===== src/rtl/huff_pkg.sv =====
// huff_pkg: shared Huffman-path types and constants.
package huff_pkg;
    typedef enum logic [1:0] {COLLECT, FLUSH_WR, TRAILER, DONE} pack_state_t;
    localparam int HUFF_DATA_W = 8;
endpackage


===== src/rtl/bit_to_byte_packer.sv =====
// bit_to_byte_packer: packs a serial code bitstream LSB-first into FIFO words, zero-pads on flush.
// BIT_PACK_TRAILER_EN appends a trailer word holding the valid bit count of the last word.
module bit_to_byte_packer
    import huff_pkg::*;
#(
    parameter int DATA_W = HUFF_DATA_W,
    parameter int CNT_W  = 16
) (
    input  logic              clk,
    input  logic              n_rst,
    input  logic              bit_valid,
    input  logic              bit_in,
    output logic              bit_ready,
    input  logic              flush,
    input  logic              full,
    output logic              w_en,
    output logic [DATA_W-1:0] wdata,
    output logic              flush_done,
    output logic [CNT_W-1:0]  bytes_written
);
    localparam int CW = $clog2(DATA_W + 1);
`ifdef BIT_PACK_TRAILER_EN
    localparam pack_state_t AFTER_FLUSH = TRAILER;
`else
    localparam pack_state_t AFTER_FLUSH = DONE;
`endif

    pack_state_t       state_q, state_d;
    logic [DATA_W-1:0] sr_q, sr_d, pword_q;
    logic [CW-1:0]     cnt_q, last_bits_d;
    logic              pend_q, acc, wr;
`ifdef BIT_PACK_TRAILER_EN
    logic [CW-1:0]     last_bits_q;
`endif

    always_comb begin
        state_d     = state_q;
        bit_ready   = (state_q == COLLECT) && !pend_q;
        acc         = bit_valid && bit_ready;
        wr          = pend_q && !full;
        sr_d        = sr_q | (DATA_W'(bit_in) << cnt_q);
        last_bits_d = (cnt_q != '0) ? cnt_q : ((bytes_written != '0) ? CW'(DATA_W) : '0);
        // every post-flush state waits for the pending word to drain first
        case (state_q)
            COLLECT:  state_d = flush ? FLUSH_WR : COLLECT;
            FLUSH_WR: state_d = pend_q ? FLUSH_WR : AFTER_FLUSH;
            TRAILER:  state_d = pend_q ? TRAILER : DONE;
            DONE:     state_d = pend_q ? DONE : COLLECT;
            default:  state_d = COLLECT;
        endcase
    end

    always_ff @(posedge clk) begin
        if (!n_rst) begin
            state_q       <= COLLECT;
            sr_q          <= '0;
            cnt_q         <= '0;
            pend_q        <= 1'b0;
            pword_q       <= '0;
            w_en          <= 1'b0;
            wdata         <= '0;
            flush_done    <= 1'b0;
            bytes_written <= '0;
`ifdef BIT_PACK_TRAILER_EN
            last_bits_q   <= '0;
`endif
        end else begin
            state_q    <= state_d;
            w_en       <= wr;
            flush_done <= 1'b0;
            if (wr) begin
                wdata         <= pword_q;
                pend_q        <= 1'b0;
                bytes_written <= bytes_written + 1'b1;
            end
            if (acc && cnt_q == CW'(DATA_W - 1)) begin
                pend_q  <= 1'b1;
                pword_q <= sr_d;
                sr_q    <= '0;
                cnt_q   <= '0;
            end else if (acc) begin
                sr_q  <= sr_d;
                cnt_q <= cnt_q + 1'b1;
            end
            if (state_q == FLUSH_WR && !pend_q) begin
                pend_q  <= cnt_q != '0;
                pword_q <= sr_q;
                sr_q    <= '0;
                cnt_q   <= '0;
`ifdef BIT_PACK_TRAILER_EN
                last_bits_q <= last_bits_d;
`endif
            end
`ifdef BIT_PACK_TRAILER_EN
            if (state_q == TRAILER && !pend_q) begin
                pend_q  <= 1'b1;
                pword_q <= DATA_W'(last_bits_q);
            end
`endif
            if (state_q == DONE && !pend_q) begin
                flush_done <= 1'b1;
                cnt_q      <= '0;
            end
        end
    end

    logic unused_ok;
    assign unused_ok = ^last_bits_d;
endmodule


===== config.mk =====
export PLATFORM = sky130hd
export DESIGN_NAME = bit_to_byte_packer
export DESIGN_NICKNAME = d
export VERILOG_FILES = /design/src/rtl/huff_pkg.sv /design/src/rtl/bit_to_byte_packer.sv
export SDC_FILE = /design/constraint.sdc
export NUM_CORES = 1
export LEC_CHECK = 0
export CAP_MARGIN = 20
export CORE_ASPECT_RATIO = 0.5
export CORE_UTILIZATION = 33
export CTS_BUF_LIST = sky130_fd_sc_hd__clkbuf_8
export CTS_CLUSTER_SIZE = 10
export DETAILED_ROUTE_END_ITERATION = 7
export PLACE_DENSITY_LB_ADDON = 0.1
export SLEW_MARGIN = 40
export SYNTH_ARGS = -nofsm -noshare
export SYNTH_HDL_FRONTEND = slang
export SYNTH_SLANG_ARGS = --single-unit

===== constraint.sdc =====
create_clock -name clk -period 1.8 [get_ports clk]
set_input_delay 0.18 -clock clk [delete_from_list [all_inputs] [get_ports clk]]
set_output_delay 0.18 -clock clk [all_outputs]
set_load 0.05 [all_outputs]

[Yosys cells after proc, flatten, opt, wreduce, memory -nomap -nowiden]
Cells that the tools add are included.
Storage, ports and cells
  register bits after elaboration: 49
  logic and storage cells: 43
  output and inout bits: 27
  input port bits: 6
Cells by class
  multiplexer cells: 11
  reduce and logical (&&, ||, !) cells: 14
  shift operators: 1
  bitwise gates (word level): 2
  equality and inequality tests: 4
  $add $sub $neg: 2
Operators with widths (count)
  adder 16 x 1 -> 16 bit, second input constant: 1
  2-to-1 mux 8 bit: 2
  OR 8 bit: 1
  one-hot mux 2 bit (4 select lines): 1
  << shifter 1 x 4 -> 8 bit: 1
  logical AND 1 bit: 6
  2-to-1 mux 1 bit: 6
  adder 4 x 1 -> 4 bit, second input constant: 1
  equality test 2 bit, second input constant: 2
  equality test 4 x 3 -> 1 bit, second input constant: 1
  2-to-1 mux 2 bit: 2
  nonzero test 4 bit: 1
  OR reduction 4 bit: 1
  nonzero test 3 bit: 1
  OR reduction 3 bit: 1
  equality test 2 x 1 -> 1 bit, second input constant: 1
  zero test 1 bit: 2
  zero test 2 bit: 1
  nonzero test 2 bit: 1
  NOT 1 bit: 1

[Logic depth before layout (Yosys ltp)]
  depth in word-level cells: 6
  mapped depth: 6
  depth with buffers taken out: 5

[Least setup slack after synthesis]
No wires, ideal clock.
  path kind: flip-flop to flip-flop
  start point: reg bytes_written[4]
  end point: reg bytes_written[15]
  data arrival time: 1.966 ns
  cell stages (with the launch flop): 5
  data required time: 1.730 ns
  path buffers: 0
  setup time: 0.070 ns
  path slack: -0.236 ns
  clock period less this slack: 2.036 ns
  cells stage by stage: dfxtp_1 nand4_4 or4_4 or3_1 a21oi_1
Between the ends
  cells in the longest elaborated chain, start to end: 1
RTL lines
  start: declaration: RTL line bit_to_byte_packer.sv:19  | output logic [CNT_W-1:0] bytes_written
  start signal: assignment: RTL line bit_to_byte_packer.sv:74  | bytes_written <= bytes_written + 1'b1;
  adder 16 x 1 -> 16 bit: RTL line bit_to_byte_packer.sv:74
No other way between the ends.
A chain may end at the register's enable or synchronous reset.

[Worst setup path in the final report]
  start point: reg bytes_written[12]
  end point: out bytes_written[12]
No word-level cell between the ends.

==> results.json <==
{
  "grt_usage": 0.144,
  "critPathMaxFanout": 5,
  "fp.dieW_um": 113,
  "drcViolationCount": 0,
  "crit_start": "bytes_written[12]",
  "drtPass1Iterations": 4,
  "worstSetupEndpoint": "bytes_written[12]",
  "yosysSeqAreaShare": 0.484,
  "crit_family": "buffers and inverters",
  "clk_pin_slew_ns": 0.10,
  "setup.worst_path.start_class": "flop",
  "path_depth": 1,
  "critPathRequiredTime_ns": 1.62,
  "coreArea_um2": 5710,
  "drtIter0Drc": 112,
  "fin_crit_ns": 1.73,
  "pwr_density_cell_nw_per_um2": 803,
  "cts_tree": "yes",
  "via_per_inst": 4.81,
  "p_leak_uw": 0.000934,
  "finalWorstSetupSlack_ns": 0.0731,
  "yosysWarnings": 0,
  "antenna_found_initial": 0,
  "timing.rr.start": "bytes_written[8]",
  "status": "finished, final reports clean",
  "slowest_delay_ns": 0.84,
  "ys_async_sr_fraction": 0,
  "finalSetupViolations": 0,
  "dp_cells": 342,
  "grt_max_degree": 18,
  "layout-area-overhead-vs-synth_pct": 28.7,
  "dp_hpwl_um": 3220,
  "layout.cells.non_filler": 350,
  "tightestPinTransition_ns": 0.503,
  "layout_common_cells": "37 x nand2_1, 37 x dfxtp_1, 30 x nor2_1, 30 x clkdlybuf4s50_1, 25 x a21oi_1",
  "hold_viol": 0,
  "drive_gt1_frac": 0.148,
  "slew_violations": 0,
  "clock.fmax_mhz": 579,
  "io_buffer_count": 32,
  "cts_hold_buf": 0,
  "row_count": 19,
  "cts-root-buf": "clkbuf_8",
  "period_share": 0.959,
  "n_antenna_cell": 0,
  "r2r-end": "bytes_written[15]",
  "final_cell_area_um2": 2610,
  "dp_slack_ns": -0.141,
  "fin_skew_ns": 0.00533,
  "ant_nets": 0,
  "vias": 1684,
  "synth_cells": 235,
  "ioPinCount": 33,
  "grt_overflow_total": 0,
  "critPathBufInv": 1,
  "slowest_stage": "clkdlybuf4s50_1",
  "reg2reg_depth": 4,
  "hold_class": "reg2reg",
  "routed_wirelength_um": 4330,
  "synth_edf_count": 0,
  "synth.distinct_cells": 34,
  "rsz0062_at_grt": "false",
  "numCtsBuffers": 5,
  "die_area_um2": 6470,
  "place_area_um2": 2500,
  "synth_area_per_cell_um2": 8.62,
  "grt_pass1_wl_um": 7330,
  "ys_ff_latch": 49,
  "cp-end-kind": "output port",
  "finalNetCount": 285,
  "wl_per_cell_um": 12.4,
  "synth_fp_nets": 244,
  "cts_buffer_depth": 2,
  "reg2reg_setup_slack_ns": 0.13,
  "fin_setup_tns_ns": 0,
  "worstPathCellList": "clkdlybuf4s50_1",
  "globalplace.congestion": 0.755,
  "synth_flop_cell": "dfxtp_1",
  "insertion_delay_ns": 0.29,
  "slew_headroom": 0.664,
  "grt_pass1_vias": 1554,
  "cap_violations": 0,
  "clkSinkCount": 49,
  "initial_utilization": 0.355,
  "syn_area_um2": 2030,
  "arrival_ns": 1.55,
  "die_y_um": 57.4,
  "htree_levels": 2,
  "criticalPathCategory": "reg2out",
  "irDropWorstVdd_v": 0.000396
}
-- cells in the mapped netlist, drive strengths merged, types with 4 or more instances --
master | instances | area, um^2
nand2b | 4 | 25.0
a21oi | 25 | 125
clkbuf | 7 | 36.3
buf | 4 | 17.5
inv | 5 | 18.8
nor3 | 7 | 35.0
nor2 | 30 | 113
nand3 | 5 | 25.0
nand2 | 37 | 139
xor2 | 6 | 52.6
nand4 | 5 | 46.3
a41oi | 4 | 35.0
xnor2 | 9 | 78.8
dfxtp | 49 | 981
nor4 | 5 | 31.3
a31oi | 5 | 31.3
o21ai | 7 | 35.0
-- area by class of cell --
type	instances	area (um^2)
Clock buffer	5	68.8
Multi-Input combinational cell	170	977
Timing Repair Buffer	45	430
Fill cell	571	3100
Clock inverter	3	25.0
Inverter	5	18.8
Tap cell	73	91.3
Sequential cell	49	996
-- sequential cells by signal, summed over array words and instances (netlist names) --
| register | flops |
|---|---|
| sr_q | 8 |
| flush_done | 1 |
| state_q | 2 |
| w_en | 1 |
| pword_q | 8 |
| wdata | 8 |
| bytes_written | 16 |
| pend_q | 1 |
| cnt_q | 4 |
-- metrics by stage --
step,power [uW],hold WS (ns),util
after floorplan,1350,0.349,-
after global placement,1460,0.446,0.439
after detailed placement,1460,0.449,0.439
after CTS,2130,0.458,0.455
after global routing,2210,0.481,0.457
final,2090,0.457,0.457
-- how the worst min path moves through the flow --
| stage | end | slack (ns) | startpoint | cells past startpoint |
|---|---|---|---|---|
| finish | wdata[6] | 0.46 | pword_q[6] | 2 |
| global route | wdata[1] | 0.48 | pword_q[1] | 2 |
| CTS | wdata[6] | 0.46 | pword_q[6] | 2 |
| detailed placement | wdata[6] | 0.45 | pword_q[6] | 2 |
| global placement | wdata[6] | 0.45 | pword_q[6] | 2 |
| floorplan | state_q[0] | 0.35 | flush | 2 |
-- where the power goes --
part	switching [uW]	total, uW	internal (uW)	leakage [uW]
registers	40.1	1160	1120	0.000402
logic	162	279	117	0.000487
clock network	378	659	281	0.0000447
-- metal layers --
layer / wire [um] / part of all wire / vias up / GRT usage
met5: 0 / 0 / - / 0
met4: 15 / 0.0035 / 0 / 0.0343
met3: 145 / 0.033 / 2 / 0.0425
met2: 1830 / 0.42 / 26 / 0.221
met1: 2340 / 0.54 / 775 / 0.201
li1: - / - / 881 / -
-- worst reg2reg max path, delay by kind of cell, from the launching register on --
family          cells  cell delay, ns
compound gates      1            0.14
flops               1            0.39
simple gates        3            1.09
-- timing repair --
action                     CTS  global route
buffers inserted             0             0
resized for setup            0             3
setup endpoints to repair    0             6
-- logic make-up (layout without fill, tap and decap cells) --
family,count (synthesis),count (layout),share of synthesized area
xor+xnor,15,15,0.0649
fa+ha+maj,3,3,0.0185
buf+inv,16,58,0.0358
flops,49,49,0.484
simple gates,108,108,0.272
compound gates,44,44,0.124
Note: power is estimated with default switching activity, not from simulation.
